## src/rtl/demux_deserializer_pkg.sv

```systemverilog
// rtl/demux_deserializer_pkg.sv - shared state encoding and default width for the serial demux receiver
package demux_deserializer_pkg;

    localparam int DEFAULT_WIDTH = 8;

    typedef enum logic [1:0] {
        ST_COLLECT = 2'd0,
        ST_PARITY  = 2'd1,
        ST_FULL    = 2'd2
    } state_t;

endpackage

```

## src/rtl/demux_slot_decoder.sv

```systemverilog
// rtl/demux_slot_decoder.sv - one-hot slot write-enable decoder, inverse of the mux select decode
module demux_slot_decoder #(
    parameter int WIDTH = 8,
    parameter int SEL_W = $clog2(WIDTH)
) (
    input  logic [SEL_W-1:0] idx,
    input  logic             en,
    output logic [WIDTH-1:0] we
);

    always_comb begin
        we = '0;
        for (int i = 0; i < WIDTH; i++) begin
            we[i] = en && (idx == SEL_W'(i));
        end
    end

endmodule

```

## src/rtl/demux_deserializer.sv

```systemverilog
// rtl/demux_deserializer.sv - 1:WIDTH serial demux with valid/ready word output; DEMUX_PARITY_EN adds a trailing even-parity bit
module demux_deserializer
    import demux_deserializer_pkg::*;
#(
    parameter int WIDTH = DEFAULT_WIDTH,
    parameter int SEL_W = $clog2(WIDTH)
) (
    input  logic             clk,
    input  logic             rst,
    input  logic             din,
    input  logic             din_valid,
    output logic             din_ready,
    output logic [SEL_W-1:0] sel,
    output logic [WIDTH-1:0] out_data,
    output logic             out_valid,
    input  logic             out_ready,
    output logic             out_err
);

    localparam logic [SEL_W-1:0] LAST = SEL_W'(WIDTH - 1);

    state_t           state_q, state_d;
    logic [SEL_W-1:0] cnt_q, cnt_d;
    logic             valid_d;
    logic             accept;
    logic             data_acc;
    logic             parity_acc;
    logic [WIDTH-1:0] we;

    assign din_ready = !out_valid || out_ready;
    assign accept    = din_valid && din_ready;

    always_comb begin
        state_d    = state_q;
        cnt_d      = cnt_q;
        valid_d    = out_valid;
        data_acc   = 1'b0;
        parity_acc = 1'b0;
        case (state_q)
            ST_COLLECT: begin
                if (accept) begin
                    data_acc = 1'b1;
                    if (cnt_q == LAST) begin
                        cnt_d = '0;
`ifdef DEMUX_PARITY_EN
                        state_d = ST_PARITY;
`else
                        state_d = ST_FULL;
                        valid_d = 1'b1;
`endif
                    end else begin
                        cnt_d = cnt_q + SEL_W'(1);
                    end
                end
            end
`ifdef DEMUX_PARITY_EN
            ST_PARITY: begin
                if (accept) begin
                    parity_acc = 1'b1;
                    state_d    = ST_FULL;
                    valid_d    = 1'b1;
                end
            end
`endif
            ST_FULL: begin
                if (out_ready) begin
                    valid_d = 1'b0;
                    state_d = ST_COLLECT;
                    // a bit arriving with the consume is bit 0 of the next word (cnt_q is already 0)
                    if (din_valid) begin
                        data_acc = 1'b1;
                        cnt_d    = SEL_W'(1);
                    end
                end
            end
            default: begin
                state_d = ST_COLLECT;
                cnt_d   = '0;
                valid_d = 1'b0;
            end
        endcase
    end

    demux_slot_decoder #(
        .WIDTH (WIDTH),
        .SEL_W (SEL_W)
    ) u_slot_decoder (
        .idx (cnt_q),
        .en  (data_acc),
        .we  (we)
    );

    always_ff @(posedge clk) begin
        if (rst) begin
            state_q   <= ST_COLLECT;
            cnt_q     <= '0;
            out_valid <= 1'b0;
            out_data  <= '0;
            sel       <= '0;
        end else begin
            state_q   <= state_d;
            cnt_q     <= cnt_d;
            out_valid <= valid_d;
            out_data  <= (out_data & ~we) | (we & {WIDTH{din}});
            if (data_acc) begin
                sel <= cnt_q;
            end
        end
    end

`ifdef DEMUX_PARITY_EN
    logic err_q;

    always_ff @(posedge clk) begin
        if (rst) begin
            err_q <= 1'b0;
        end else if (parity_acc) begin
            err_q <= (^out_data) ^ din;
        end
    end

    assign out_err = err_q;
`else
    logic unused_parity;

    assign unused_parity = parity_acc;
    assign out_err       = 1'b0;
`endif

endmodule

```

## config.mk

```make
export PLATFORM = sky130hd
export DESIGN_NAME = demux_deserializer
export DESIGN_NICKNAME = d
export VERILOG_FILES = /design/src/rtl/demux_deserializer_pkg.sv /design/src/rtl/demux_slot_decoder.sv /design/src/rtl/demux_deserializer.sv
export SDC_FILE = /design/constraint.sdc
export NUM_CORES = 1
export LEC_CHECK = 0
export BUFFER_PORTS_ARGS = -buffer_cell sky130_fd_sc_hd__clkbuf_2
export CAP_MARGIN = 20
export CORE_MARGIN = 5
export CORE_UTILIZATION = 46
export DETAILED_ROUTE_END_ITERATION = 8
export PLACE_DENSITY = 0.78
export SETUP_SLACK_MARGIN = 0.4
export SLEW_MARGIN = 20
export SYNTH_ARGS = -nofsm -noshare
export SYNTH_HDL_FRONTEND = slang
export SYNTH_HIERARCHICAL = 1
export SYNTH_SLANG_ARGS = --single-unit
```

## constraint.sdc

```tcl
create_clock -name clk -period 1.6 [get_ports clk]
set_input_delay 0.24 -clock clk [delete_from_list [all_inputs] [get_ports clk]]
set_output_delay 0.24 -clock clk [all_outputs]
set_load 0.005 [all_outputs]
```

=== Word level (Yosys, flattened, before mapping) ===
Cells that the tools add are included.

* Reductions and logical operators: 15
* Multiplexer cells: 17
* Eq/ne operators: 12
* Add/subtract/negate cells: 1
* Bitwise gates (word level): 4

{| class="wikitable"
|+ Operator list
! kind !! count
|-
| 8-bit bitwise AND || 2
|-
| 3-bit equality test (second input constant) || 4
|-
| 3-bit two-way mux || 4
|-
| 1-bit logical AND || 9
|-
| 2-bit != test (second input constant) || 4
|-
| 8-bit NOT || 1
|-
| 8-bit bitwise OR || 1
|-
| 3-bit by 2-bit equality test with 1-bit output (second input constant) || 2
|-
| 1-bit two-way mux || 6
|-
| 2-bit two-way mux || 3
|-
| 3-bit case mux with 2 select lines || 1
|-
| 3-bit AND reduction || 2
|-
| 1-bit case mux with 2 select lines || 2
|-
| 2-bit case mux with 2 select lines || 1
|-
| 3-bit by 1-bit adder with 3-bit output (second input constant) || 1
|-
| 3-bit by 1-bit equality test with 1-bit output (second input constant) || 1
|-
| 3-bit zero test || 1
|-
| 2-bit equality test (second input constant) || 1
|-
| 2-bit zero test || 1
|-
| 1-bit zero test || 1
|-
| 1-bit logical OR || 1
|}

* Input port bits: 5
* Output and inout port bits: 14
* Logic and storage cells: 54
* Flip-flop bits (word level): 17

=== Logic depth before layout (Yosys ltp) ===
Gate-level depths: netlist (run 1).

* Word-level depth: 9
* Mapped depth: 6

=== Cells and area by module ===
The synthesis (run 1) kept the hierarchy.

{| class="wikitable"
|+ By module, submodules not included
! module !! cells each !! instances !! seq. area each (um^2) !! area an instance (um^2)
|-
| demux_deserializer || 63 || 1 || 300.3 || 606.8
|-
| demux_slot_decoder || 8 || 1 || 0.0 || 95.1
|}

=== Worst setup path after synthesis (run 1) ===
No wires, ideal clock.

* Path type: register -> register
* From: reg cnt_q[0]
* To: reg cnt_q[1]
* Arrival: 1.382 ns
* Period minus slack after synthesis: 1.452 ns
* Library setup time: 0.070 ns
* Stages on the path, launching flop included: 5
* Setup slack: 0.148 ns
* Path through: dfxtp_1 > ha_1 > ha_1 > or4b_1 > a21oi_1

* Longest elaborated chain between the ends: 4

{| class="wikitable"
|+ Ends and longest elaborated chain
! what !! RTL line !! RTL
|-
| from (decl) || demux_deserializer.sv:23 || <nowiki>logic [SEL_W-1:0] cnt_q, cnt_d;</nowiki>
|-
| from (signal assigned) || demux_deserializer.sv:102 || <nowiki>cnt_q <= cnt_d;</nowiki>
|-
| 3-bit by 1-bit adder with 3-bit output or 3-bit equality test (tied branches) || demux_deserializer.sv:52, demux_deserializer.sv:43 ||
|-
| 3-bit two-way mux * || demux_deserializer.sv:43 || <nowiki>if (cnt_q == LAST) begin</nowiki>
|-
| 3-bit two-way mux * || demux_deserializer.sv:41 || <nowiki>if (accept) begin</nowiki>
|-
| 3-bit case mux with 2 select lines * || demux_deserializer.sv:39 || <nowiki>case (state_q)</nowiki>
|}

Mark *: on every way between the ends. The rest lies on a longest branch, timed or not. The select of a mux whose other input is x is not followed.
A chain may end at the register's enable or synchronous reset.

==> summary.txt, run 1 <==
Run status
  – Outcome: finished clean

Yosys
  – Synth area leaders: dfxtp_1, mux2i_1, a21oi_1
  – Post-synth EDFFs: 0
  – Synth Register Bits: 15
  – Mapped cell area: approximately 700 sq um
  – Async SR Flop Fraction: 0
  – Synthesized area per cell: 9.886 sq um
  – Yosys warns: 6
  – Post-synthesis instance total: 71
  – Area share of the largest cell type after synthesis: 0.4278
  – Prevailing post-synth register cell: dfxtp_1
  – Synth area leader: dfxtp_1
  – Mapped Nets: 78
  – Post-synth cell types: 25
  – Register area share after synthesis: 0.4278

Detailed routing
  – Drt drc: 0
  – Vias per Instance: 5.688
  – DR WL/cell: roughly 14 um
  – First-pass detailed-route iteration total: 4
  – Final ANT Viol Nets: 0
  – Vias: just over 600
  – Routed Wire Length: 1.511 mm
  – Initial DRC Count: 16

Final layout
  – Register area: roughly 310 sq um
  – Area Overhead vs Synth: 29.06%
  – Final #Nets: between 100 and 150
  – Fill cells: 129
  – Diode count: 0
  – Multi-input logic area: 414.1 sq um
  – Share of cells above drive strength 1: 0.4409

Critical path
  – Critical path data required time: between 1500 and 2000 ps
  – CP arrival: 1500 ps
  – R2R setup slack: around 270 ps
  – Crit-path max cell delay: between 300 and 400 ps
  – Crit Path Max Fanout: 8
  – Startpoint types: flip-flop
  – Crit Path Class: reg2reg
  – CP endpoint kind: flip-flop
  – Cell-by-cell trace of the critical path: and2b_2 > nor2_4 > and4b_2 > mux2i_1 > nor2_1
  – Crit path max-delay cell type: dfxtp_4

Pwr
  – Switch Pwr: approximately 0.17 mW
  – Sequential power share: 0.571
  – Combinational group share of total power: 0.113
  – P_leak: 0.3708 nW
  – Net Sw Frac: 0.2440
  – Clk pwr share: 0.316
  – Pwr dens: 749.2 nW/um^2
  – Pint: 0.5131 mW
  – Peak supply drop: 0.0006043 V

GRT
  – Initial antenna violation count: 0
  – Met2 usage: 0.1910
  – Largest net degree at the start of global routing: 16
  – Vias in the first global route: around 580
  – Total Routing Usage GR: 0.1273
  – Overflow after GRT: 0
  – First-pass GRT wire length: about 2.5 mm
  – Most Crowded Layer GR: met2
  – Met1 Use GR: 0.1713
  – Grt met3 use: 0.02141

STA
  – Max frequency: roughly 750 MHz
  – Setup-failing EPs final: 0
  – RSZ-0062 raised after global routing: true
  – Fin worst setup slack: about 270 ps
  – Fin Clk Skew: ~1.1 ps
  – Crit path time final: 1330 ps
  – Fin crit share: 0.8314
  – Setup TNS: 0 ps
  – Final Hold Fails: 0
  – Slew Viols, Final: 0

Worst hold path
  – Tightest Hold Check Type: in2reg

CTS
  – CTS H-tree lvls: 1
  – Num CTS Buffers: 3
  – Clock buffer depth: 2
  – CTS root buf: clkbuf_4
  – CTS clk-pin slew, worst paths: 80 ps
  – CTS tree: done
  – Clock sinks: 15
  – Worst skew pair latency: 280 ps

Placed design
  – Routability Congestion: about 0.79
  – Final HPWL DP: just under 1 mm
  – PortBufs: 17
  – Pre-CTS setup slack: roughly 240 ps

Floorplanning
  – I/O pins: 19
  – Die Wd: around 50 um
  – Initial core utilization: 0.4770
  – Placement Rows: 14
  – Die H: 49.07 um
  – Core Area: around 1500 sq um
  – Die area: between 2000 and 2500 sq um

Flow run
  – Max_cap viols: 0
## layer usage
metal	routed length, um	vias up
met4	36	0
met1	714	284
met2	688	26
li1	-	304
met5	0	-
met3	71	6
## cells in the final DEF (no fill, tap or decap), types with 2 or more instances in the layout
cell type,synthesis,final
buf_4,1,5
o21ai_0,5,5
nand3_1,3,3
and4b_2,2,2
a21oi_1,7,7
dfxtp_4,0,3
nand3b_1,2,2
nor2_1,9,8
ha_4,0,2
mux2i_1,8,8
clkbuf_2,0,17
dfxtp_1,15,11
and4bb_1,2,2
clkbuf_4,0,3
## worst max-delay path, delay by kind of cell (launching register included)
family / cells / cell delay [ps]
AND/OR/NAND/NOR: 4 / 680
flip-flops: 1 / 350
multiplexers: 1 / 190
## timing repair
| item | 4_1_cts | 5_1_grt |
|---|---|---|
| hold buffers | 0 | 0 |
| endpoints found under the hold margin | 0 | 0 |
| resized for setup | 1 | 2 |
| buffers inserted | 5 | 0 |
| endpoints found under the setup margin | 11 | 12 |
| pin swaps | 3 | 6 |
## power by group through the flow
stage	clock (mW)	sequential [mW]	combinational, mW
floorplan	0	0.404	0.0474
global placement	0	0.406	0.0593
detailed placement	0	0.407	0.0617
CTS	0.219	0.387	0.0743
global route	0.246	0.388	0.0846
finish	0.215	0.387	0.0767
## stage by stage
stage | std cells | cell area [sq um] | hold slack (ps) | power (mW) | util
2_1_floorplan | 71 | 753.2 | 299.4 | 0.4509 | -
6_report | 109 | 905.9 | 268.8 | 0.6786 | 0.6156
3_3_place_gp | 100 | 832.0 | 476.5 | 0.4655 | 0.5655
3_5_place_dp | 100 | 832.0 | 482.0 | 0.4683 | 0.5655
4_1_cts | 109 | 898.4 | 262.0 | 0.6802 | 0.6105
5_1_grt | 109 | 905.9 | 265.3 | 0.7194 | 0.6156
## synth_stat cells, types with 2 or more instances
cell	number
and4b_2	2
dfxtp_1	15
and4bb_1	2
a21oi_1	7
nand3_1	3
nand3b_1	2
mux2i_1	8
nor2_1	9
clkbuf_1	2
o21ai_0	5
ha_1	2
## final cells by class
| class | count | share of cell area |
|---|---|---|
| Inverter | 2 | 0.01105 |
| Tap cell | 16 | 0.02210 |
| Timing Repair Buffer | 22 | 0.1354 |
| Sequential cell | 15 | 0.3453 |
| Multi-Input combinational cell | 50 | 0.4572 |
| Clock buffer | 4 | 0.02901 |
## kinds of logic after synthesis
logic type / Yosys count / share of synthesized area
simple gates: 25 / 0.2638
mux: 8 / 0.1141
flops: 15 / 0.4278
other cells: 1 / 0.005342
buf+inv: 6 / 0.05170
fa+ha+maj: 2 / 0.03564
compound gates: 14 / 0.1016
## worst paths after layout
check                 start   endpoint  cells after the start
setup / recovery  out_valid  flip-flop                      5
setup reg to reg  out_valid  flip-flop                      5
hold reg to reg      sel[0]     sel[0]                      2
hold / removal    out_ready   cnt_q[0]                      3
Note: power is estimated with default switching activity, not from simulation.
==> run 2: changes to the inputs <==
--- a/config.mk
+++ b/config.mk
@@ -8,7 +8,7 @@
 export BUFFER_PORTS_ARGS = -buffer_cell sky130_fd_sc_hd__clkbuf_2
 export CAP_MARGIN = 20
 export CORE_MARGIN = 5
-export CORE_UTILIZATION = 46
+export CORE_UTILIZATION = 44
 export DETAILED_ROUTE_END_ITERATION = 8
 export PLACE_DENSITY = 0.78
 export SETUP_SLACK_MARGIN = 0.4
==> constraint.sdc (replaced) <==
create_clock -name clk -period 1.08 [get_ports clk]
set_input_delay 0.162 -clock clk [delete_from_list [all_inputs] [get_ports clk]]
set_output_delay 0.162 -clock clk [all_outputs]
set_load 0.005 [all_outputs]
==> run 2 against run 1 <==
Compared with the run above: the flow now finishes with violations (setup timing); power rose by 54%; sequential share of layout area fell by 4.9 points; via count rose by 3.5%; hold slack got worse by 56 ps; critical path depth fell by 1; wire length rose by 11%; clock skew rose by 1.6 ps; first-iteration DRC count fell by 63%; sequential power rose by 49%; utilization rose by 11 points; largest cell class unchanged; largest power group unchanged.
==> summary.txt, run 2 (synthesis results as in run 1) <==
STA
  – Setup-failing EPs final: 17 (was 0)
  – RSZ-0062 raised after global routing: true (unchanged)
  – Crit path time final: 1344 ps (was 1330 ps)
  – Fin worst setup slack: -264.3 ps (was 269.8 ps)
  – Slew Viols, Final: 0 (unchanged)
  – Fin crit share: 1.245 (was 0.8314)
  – Final Hold Fails: 0 (unchanged)
  – Fin Clk Skew: 2.674 ps (was 1.089 ps)
  – Max frequency: 743.9 MHz (was 751.8 MHz)

Critical path
  – Crit Path Class: reg2reg (unchanged)
  – CP arrival: 1560 ps (was 1500 ps)
  – Crit path max-delay cell type: or4b_4 (was dfxtp_4)
  – CP endpoint kind: flip-flop (unchanged)
  – Top cell family by delay on the critical path: simple AND/OR/NAND/NOR gates (unchanged)
  – Crit Path Max Fanout: 2 (was 8)
  – Crit-path max cell delay: 480 ps (was 350 ps)
  – Cell-by-cell trace of the critical path: ha_4 > ha_4 > or4b_4 > a21oi_2 (was and2b_2 > nor2_4 > and4b_2 > mux2i_1 > nor2_1)
  – Critical path data required time: 1300 ps (was 1770 ps)
  – Critical Path Most Common Cell: ha_4
  – Startpoint types: flip-flop (unchanged)
  – Buf/Inv on CP: 0 (unchanged)

Pwr
  – P_leak: 0.4505 nW (was 0.3708 nW)
  – Sequential power share: 0.552 (was 0.571)
  – Clk pwr share: 0.313 (was 0.316)
  – Tot Pwr: 1.046 mW (was 0.6786 mW)
  – Net Sw Frac: 0.2524 (was 0.2440)
  – Switch Pwr: 0.2641 mW (was 0.1656 mW)
  – Pint: 0.7822 mW (was 0.5131 mW)
  – Pwr dens: 957.9 nW/um^2 (was 749.2 nW/um^2)
  – Combinational group share of total power: 0.136 (was 0.113)
  – Peak supply drop: 0.0007458 V (was 0.0006043 V)

GRT
  – Total Routing Usage GR: 0.1481 (was 0.1273)
  – Largest net degree at the start of global routing: 16 (unchanged)
  – Overflow after GRT: 0 (unchanged)
  – Initial antenna violation count: 0 (unchanged)
  – Vias in the first global route: 607 (was 582)
  – First-pass GRT wire length: 2.856 mm (was 2.518 mm)

Floorplanning
  – Die area: 2494 sq um (was 2407 sq um)
  – Die H: 49.94 um (was 49.07 um)
  – Placement Rows: 14 (unchanged)
  – Core Area: 1506 sq um (was 1471 sq um)
  – I/O pins: 19 (unchanged)
  – Initial core utilization: 0.4659 (was 0.4770)
  – Die Wd: 49.94 um (was 49.07 um)

Detailed routing
  – Initial DRC Count: 6 (was 16)
  – Routed Wire Length: 1.671 mm (was 1.511 mm)
  – Drt drc: 0 (unchanged)
  – Final ANT Viol Nets: 0 (unchanged)
  – First-pass detailed-route iteration total: 3 (was 4)
  – Vias: 642 (was 620)
  – Vias per Instance: 5.441 (was 5.688)
  – DR WL/cell: 14.16 um (was 13.86 um)

Final layout
  – Most frequent cells in the layout: dfxtp_2, clkbuf_2, buf_6 (was clkbuf_2, dfxtp_1, mux2i_1, nor2_1, a21oi_1)
  – Fill cells: 110 (was 129)
  – Commonest non-fill, non-tap cell in the layout: dfxtp_2 (was clkbuf_2)
  – Utilization after layout: 0.7251 (was 0.6156)
  – Final #Nets: 110 (was 101)
  – Share of cells above drive strength 1: 0.6569 (was 0.4409)
  – Register area: 324.1 sq um (was 312.8 sq um)
  – Diode count: 0 (unchanged)
  – Area Overhead vs Synth: 55.62% (was 29.06%)
  – Multi-input logic area: 450.4 sq um (was 414.1 sq um)
  – Design area: 1092 sq um (was 905.9 sq um)
  – Fin cells: 118 (was 109)

Placed design
  – Routability Congestion: 0.7835 (was 0.7863)
  – PortBufs: 17 (unchanged)
  – Post-DP Area: 905.9 sq um (was 832.0 sq um)
  – Cells after DPL: 108 (was 100)
  – Final HPWL DP: 1.074 mm (was 968.9 um)

Run status
  – Outcome: finished, violations left (was finished clean)
  – Failing checks: setup timing

CTS
  – CTS H-tree lvls: 1 (unchanged)
  – Num CTS Buffers: 3 (unchanged)
  – Worst skew pair latency: 290 ps (was 280 ps)
  – CTS root buf: clkbuf_4 (unchanged)
  – CTS tree: done (unchanged)
  – Clock sinks: 15 (unchanged)
  – CTS clk-pin slew, worst paths: 90 ps (was 80 ps)
  – Clock buffer depth: 2 (unchanged)

Flow run
  – Max_cap viols: 0 (unchanged)

Worst hold path
  – Tightest Hold Check Type: in2reg (unchanged)
==> run 2: changes by cell type in the layout (fill, tap and decap cells not counted), moves of 3 or more <==
cell      change
clkbuf_2      -6
nand3_1       -3
dfxtp_1      -11
dfxtp_2      +12
nand3_2       +3
buf_4         +3
buf_6        +11
==> run 2: path summary, 6_finish.rpt <==
check        cells after the start      start  slack, ps  endpoint
max                              4   cnt_q[1]       -260  cnt_q[1]
max reg2reg                      4   cnt_q[1]       -260  cnt_q[1]
min                              3  out_ready        210  cnt_q[0]
min reg2reg                      2     sel[1]        490    sel[1]
==> run 2: final cells by class <==
cell class,instances,share of cell area
multi-input cells,50,0.4124
flip-flops and latches,15,0.2967
repair buffers,31,0.2371
clock buffers,4,0.02405
well taps,16,0.01833
inverters,2,0.01145
==> run 2: stage by stage <==
| step | setup slack (ps) | hold slack [ps] | setup TNS [ps] |
|---|---|---|---|
| 5_1_grt | -324.8 | 219.1 | -4022 |
| 3_3_place_gp | -198.6 | 469.4 | -1623 |
| 2_1_floorplan | -223.9 | 221.4 | -1643 |
| 3_5_place_dp | -262.9 | 475.7 | -1822 |
| 6_report | -264.3 | 212.6 | -2715 |
| 4_1_cts | -264.4 | 180.4 | -2601 |
==> run 2: layer usage <==
metal / vias up / global-route usage / wire (um) / share of wire
met5: - / 0 / 0 / 0
met1: 300 / 0.1812 / 767 / 0.46
li1: 326 / - / - / -
met4: 0 / 0.09170 / 43 / 0.026
met2: 11 / 0.2225 / 791 / 0.47
met3: 5 / 0.04518 / 68 / 0.041
==> run 2: repair_timing <==
item	4_1_cts	5_1_grt
pin swaps	9	10
gates resized for setup	25	9
hold endpoints to repair	0	0
endpoints found under the setup margin	28	28
hold buffers	0	0
cloned	0	0
setup buffers	5	1
==> run 2: tightest hold or removal path: stages <==
cell	delay [ps]
clkbuf_2	100
a31oi_1	90
a21oi_1	120
==> run 2: power by group through the flow <==
stage	Sequential (mW)	Combinational [mW]	Clock, mW
global placement	0.587	0.117	0
floorplan	0.598	0.0702	0
global route	0.579	0.156	0.377
finish	0.577	0.142	0.327
CTS	0.576	0.134	0.333
detailed placement	0.588	0.123	0
==> run 3: changes to the inputs <==
--- a/config.mk
+++ b/config.mk
@@ -5,10 +5,11 @@
 export SDC_FILE = /design/constraint.sdc
 export NUM_CORES = 1
 export LEC_CHECK = 0
+export ABC_AREA = 1
 export BUFFER_PORTS_ARGS = -buffer_cell sky130_fd_sc_hd__clkbuf_2
 export CAP_MARGIN = 20
 export CORE_MARGIN = 5
-export CORE_UTILIZATION = 44
+export CORE_UTILIZATION = 43
 export DETAILED_ROUTE_END_ITERATION = 8
 export PLACE_DENSITY = 0.78
 export SETUP_SLACK_MARGIN = 0.4
==> run 3 against run 2 <==
Compared with the run above: the run now ends clean; power grew 5.9%; first-iteration DRC count grew to 2.7 times the previous value; hold slack got worse by 140 ps; area after synthesis down 8.7%; critical path depth up 3; synthesized cell count grew 23%; fmax up 28%; combinational power increased by 38%; via count up 5.8%; clock skew hardly changed; critical path type unchanged.
==> summary.txt, run 3 <==
Detailed routing
  – Routed Wire Length: 1.659 mm (was 1.671 mm)
  – DR WL/cell: 12.66 um (was 14.16 um)
  – Drt drc: 0 (unchanged)
  – Vias per Instance: 5.183 (was 5.441)
  – Initial DRC Count: 16 (was 6)
  – Final ANT Viol Nets: 0 (unchanged)
  – First-pass detailed-route iteration total: 4 (was 3)
  – Vias: 679 (was 642)

GRT
  – Vias in the first global route: 596 (was 607)
  – Total Routing Usage GR: 0.1371 (was 0.1481)
  – Overflow after GRT: 0 (unchanged)
  – First-pass GRT wire length: 2.656 mm (was 2.856 mm)
  – Initial antenna violation count: 0 (unchanged)
  – Largest net degree at the start of global routing: 13 (was 16)

CTS
  – Clock sinks: 15 (unchanged)
  – Clock buffer depth: 2 (unchanged)
  – Num CTS Buffers: 3 (unchanged)
  – CTS root buf: clkbuf_4 (unchanged)
  – CTS clk-pin slew, worst paths: 90 ps (about the same)
  – CTS H-tree lvls: 1 (unchanged)
  – Hold Buf Count CTS: 0 (unchanged)
  – Worst skew pair latency: 270 ps (was 290 ps)
  – CTS tree: done (unchanged)

Final layout
  – Fill cells: 114 (was 110)
  – Diode count: 0 (unchanged)
  – Utilization after layout: 0.7177 (was 0.7251)
  – Most frequent cells in the layout: clkbuf_2, a21oi_1, nor2_4, dfxtp_2, buf_4 (was dfxtp_2, clkbuf_2, buf_6)
  – Area Overhead vs Synth: 62.89% (was 55.62%)
  – Commonest non-fill, non-tap cell in the layout: clkbuf_2 (was dfxtp_2)
  – Final #Nets: 123 (was 110)
  – Fin cells: 131 (was 118)
  – Share of cells above drive strength 1: 0.5826 (was 0.6569)

Pwr
  – Combinational group share of total power: 0.177 (was 0.136)
  – Net Sw Frac: 0.2796 (was 0.2524)
  – Sequential power share: 0.536 (was 0.552)
  – P_leak: 0.4499 nW (was 0.4505 nW)
  – Clk pwr share: 0.287 (was 0.313)
  – Switch Pwr: 0.3098 mW (was 0.2641 mW)
  – Pint: 0.7983 mW (was 0.7822 mW)
  – Pwr dens: 1062 nW/um^2 (was 957.9 nW/um^2)
  – Peak supply drop: 0.0006126 V (was 0.0007458 V)
  – Tot Pwr: 1.108 mW (was 1.046 mW)

Floorplanning
  – I/O pins: 19 (unchanged)
  – Die area: 2361 sq um (was 2494 sq um)
  – Initial core utilization: 0.4406 (was 0.4659)
  – Placement Rows: 14 (unchanged)
  – Die Wd: 48.60 um (was 49.94 um)
  – Die H: 48.60 um (was 49.94 um)
  – Core Area: 1454 sq um (was 1506 sq um)

Yosys
  – Prevailing post-synth register cell: dfxtp_1 (unchanged)
  – Synthesized area per cell: 7.363 sq um (was 9.886 sq um)
  – Post-synthesis instance total: 87 (was 71)
  – Post-synth top cells: nor2_1, dfxtp_1, nand2_1, a21oi_1 (was dfxtp_1, nor2_1, mux2i_1, a21oi_1, o21ai_0)
  – Mapped cell area: 640.6 sq um (was 701.9 sq um)
  – Mapped Nets: 94 (was 78)
  – Async SR Flop Fraction: 0 (unchanged)
  – Area share of the largest cell type after synthesis: 0.4688 (was 0.4278)
  – Post-synth cell types: 14 (was 25)
  – Synth area leader: dfxtp_1 (unchanged)
  – Post-synth EDFFs: 0 (unchanged)
  – Register area share after synthesis: 0.4688 (was 0.4278)
  – Synth Register Bits: 15 (unchanged)
  – Most frequent cell after synthesis: nor2_1 (was dfxtp_1)
  – Synth area leaders: dfxtp_1, nor2_1, nand2_1 (was dfxtp_1, mux2i_1, a21oi_1)
  – Yosys warns: 6 (unchanged)

Critical path
  – Top cell family by delay on the critical path: flip-flops (was simple AND/OR/NAND/NOR gates)
  – Reg2Reg Depth: 7 (was 4)
  – Crit path max-delay cell type: dfxtp_4 (was or4b_4)
  – CP arrival: 1250 ps (was 1560 ps)
  – Critical path data required time: 1290 ps (was 1300 ps)
  – CP Depth: 7 (was 4)
  – Startpoint types: flip-flop (unchanged)
  – Crit Path Class: reg2reg (unchanged)
  – Crit Path Max Fanout: 4 (was 2)
  – Buf/Inv on CP: 1 (was 0)
  – CP endpoint kind: flip-flop (unchanged)
  – Cell-by-cell trace of the critical path: nand2_4 > nand2_4 > inv_8 > nand2_8 > nor2_4 > o21ai_1 > a21oi_1 (was ha_4 > ha_4 > or4b_4 > a21oi_2)
  – Crit-path max cell delay: 370 ps (was 480 ps)
  – Critical Path Most Common Cell: nand2_4 (was ha_4)

Flow run
  – Max_cap viols: 0 (unchanged)

STA
  – Setup TNS: 0 ps (was -2715 ps)
  – Crit path time final: 1047 ps (was 1344 ps)
  – Slew Viols, Final: 0 (unchanged)
  – Setup-failing EPs final: 0 (was 17)
  – Fin crit share: 0.9696 (was 1.245)
  – Worst hold slack: 76.04 ps (was 212.6 ps)
  – Max frequency: 954.9 MHz (was 743.9 MHz)
  – RSZ-0062 raised after global routing: true (unchanged)
  – Fin Clk Skew: 2.928 ps (was 2.674 ps)
  – Final Hold Fails: 0 (unchanged)

Worst hold path
  – Tightest Hold Check Type: in2reg (unchanged)
  – Worst hold path depth: 2 (was 3)

Placed design
  – Final HPWL DP: 1.005 mm (was 1.074 mm)
  – Routability Congestion: 0.7668 (was 0.7835)
  – Cells after DPL: 118 (was 108)
  – PortBufs: 17 (unchanged)

Run status
  – Outcome: finished clean (was finished, violations left)
## run 3: cells by family after synthesis
| logic type | after synthesis | share of synthesized area |
|---|---|---|
| compound gates | 19 | 0.1484 |
| fa+ha+maj | 2 | 0.03906 |
| buf+inv | 11 | 0.07616 |
| flops | 15 | 0.4688 |
| other cells | 1 | 0.005854 |
| simple gates | 39 | 0.2617 |
## run 3: power groups by stage
| stage | combinational, mW | clock (mW) | sequential (mW) |
|---|---|---|---|
| final | 0.196 | 0.318 | 0.594 |
| after global routing | 0.214 | 0.363 | 0.598 |
| after CTS | 0.161 | 0.327 | 0.596 |
| after detailed placement | 0.129 | 0 | 0.606 |
| after global placement | 0.127 | 0 | 0.605 |
| after floorplan | 0.0931 | 0 | 0.603 |
## run 3: worst register-to-register path, cell delays in order (launching register included)
cell and delay [ps]:
dfxtp_4 370, nand2_4 80, nand2_4 70, inv_8 90, nand2_8 80, nor2_4 90, o21ai_1 60, a21oi_1 130
## run 3: worst paths after layout
check / start / endpoint / slack (ps)
hold / removal: rst / cnt_q[1] / 80
hold reg to reg: sel[0] / sel[0] / 490
setup reg to reg: out_valid / flip-flop / 30
setup / recovery: out_valid / flip-flop / 30
## run 3: what timing repair did
action	CTS	global route
setup endpoints to repair	28	28
pin swaps	6	5
gates resized for setup	25	16
buffers inserted	5	4
## run 3: cell type report
class	instances	area (sq um)	share of cell area
Clock buffer	4	26.28	0.02518
Inverter	9	41.29	0.03957
Multi-Input combinational cell	61	456.7	0.4377
Sequential cell	15	327.8	0.3141
Tap cell	16	20.02	0.01918
Timing Repair Buffer	26	171.4	0.1643
## run 3: metal layers
metal | track usage | part of all wire | routed length [um]
met5 | 0 | 0 | 0
met4 | 0.05381 | 0.0060 | 10
met3 | 0.03681 | 0.056 | 93
met2 | 0.2000 | 0.47 | 786
met1 | 0.1898 | 0.46 | 769
## run 3: stage by stage
step           setup WS, ps  instance area [sq um]
2_1_floorplan         112.5                  714.4
3_3_place_gp          47.15                  804.5
3_5_place_dp          23.77                  804.5
4_1_cts               31.15                  947.2
5_1_grt              -77.39                   1044
6_report              32.78                   1044
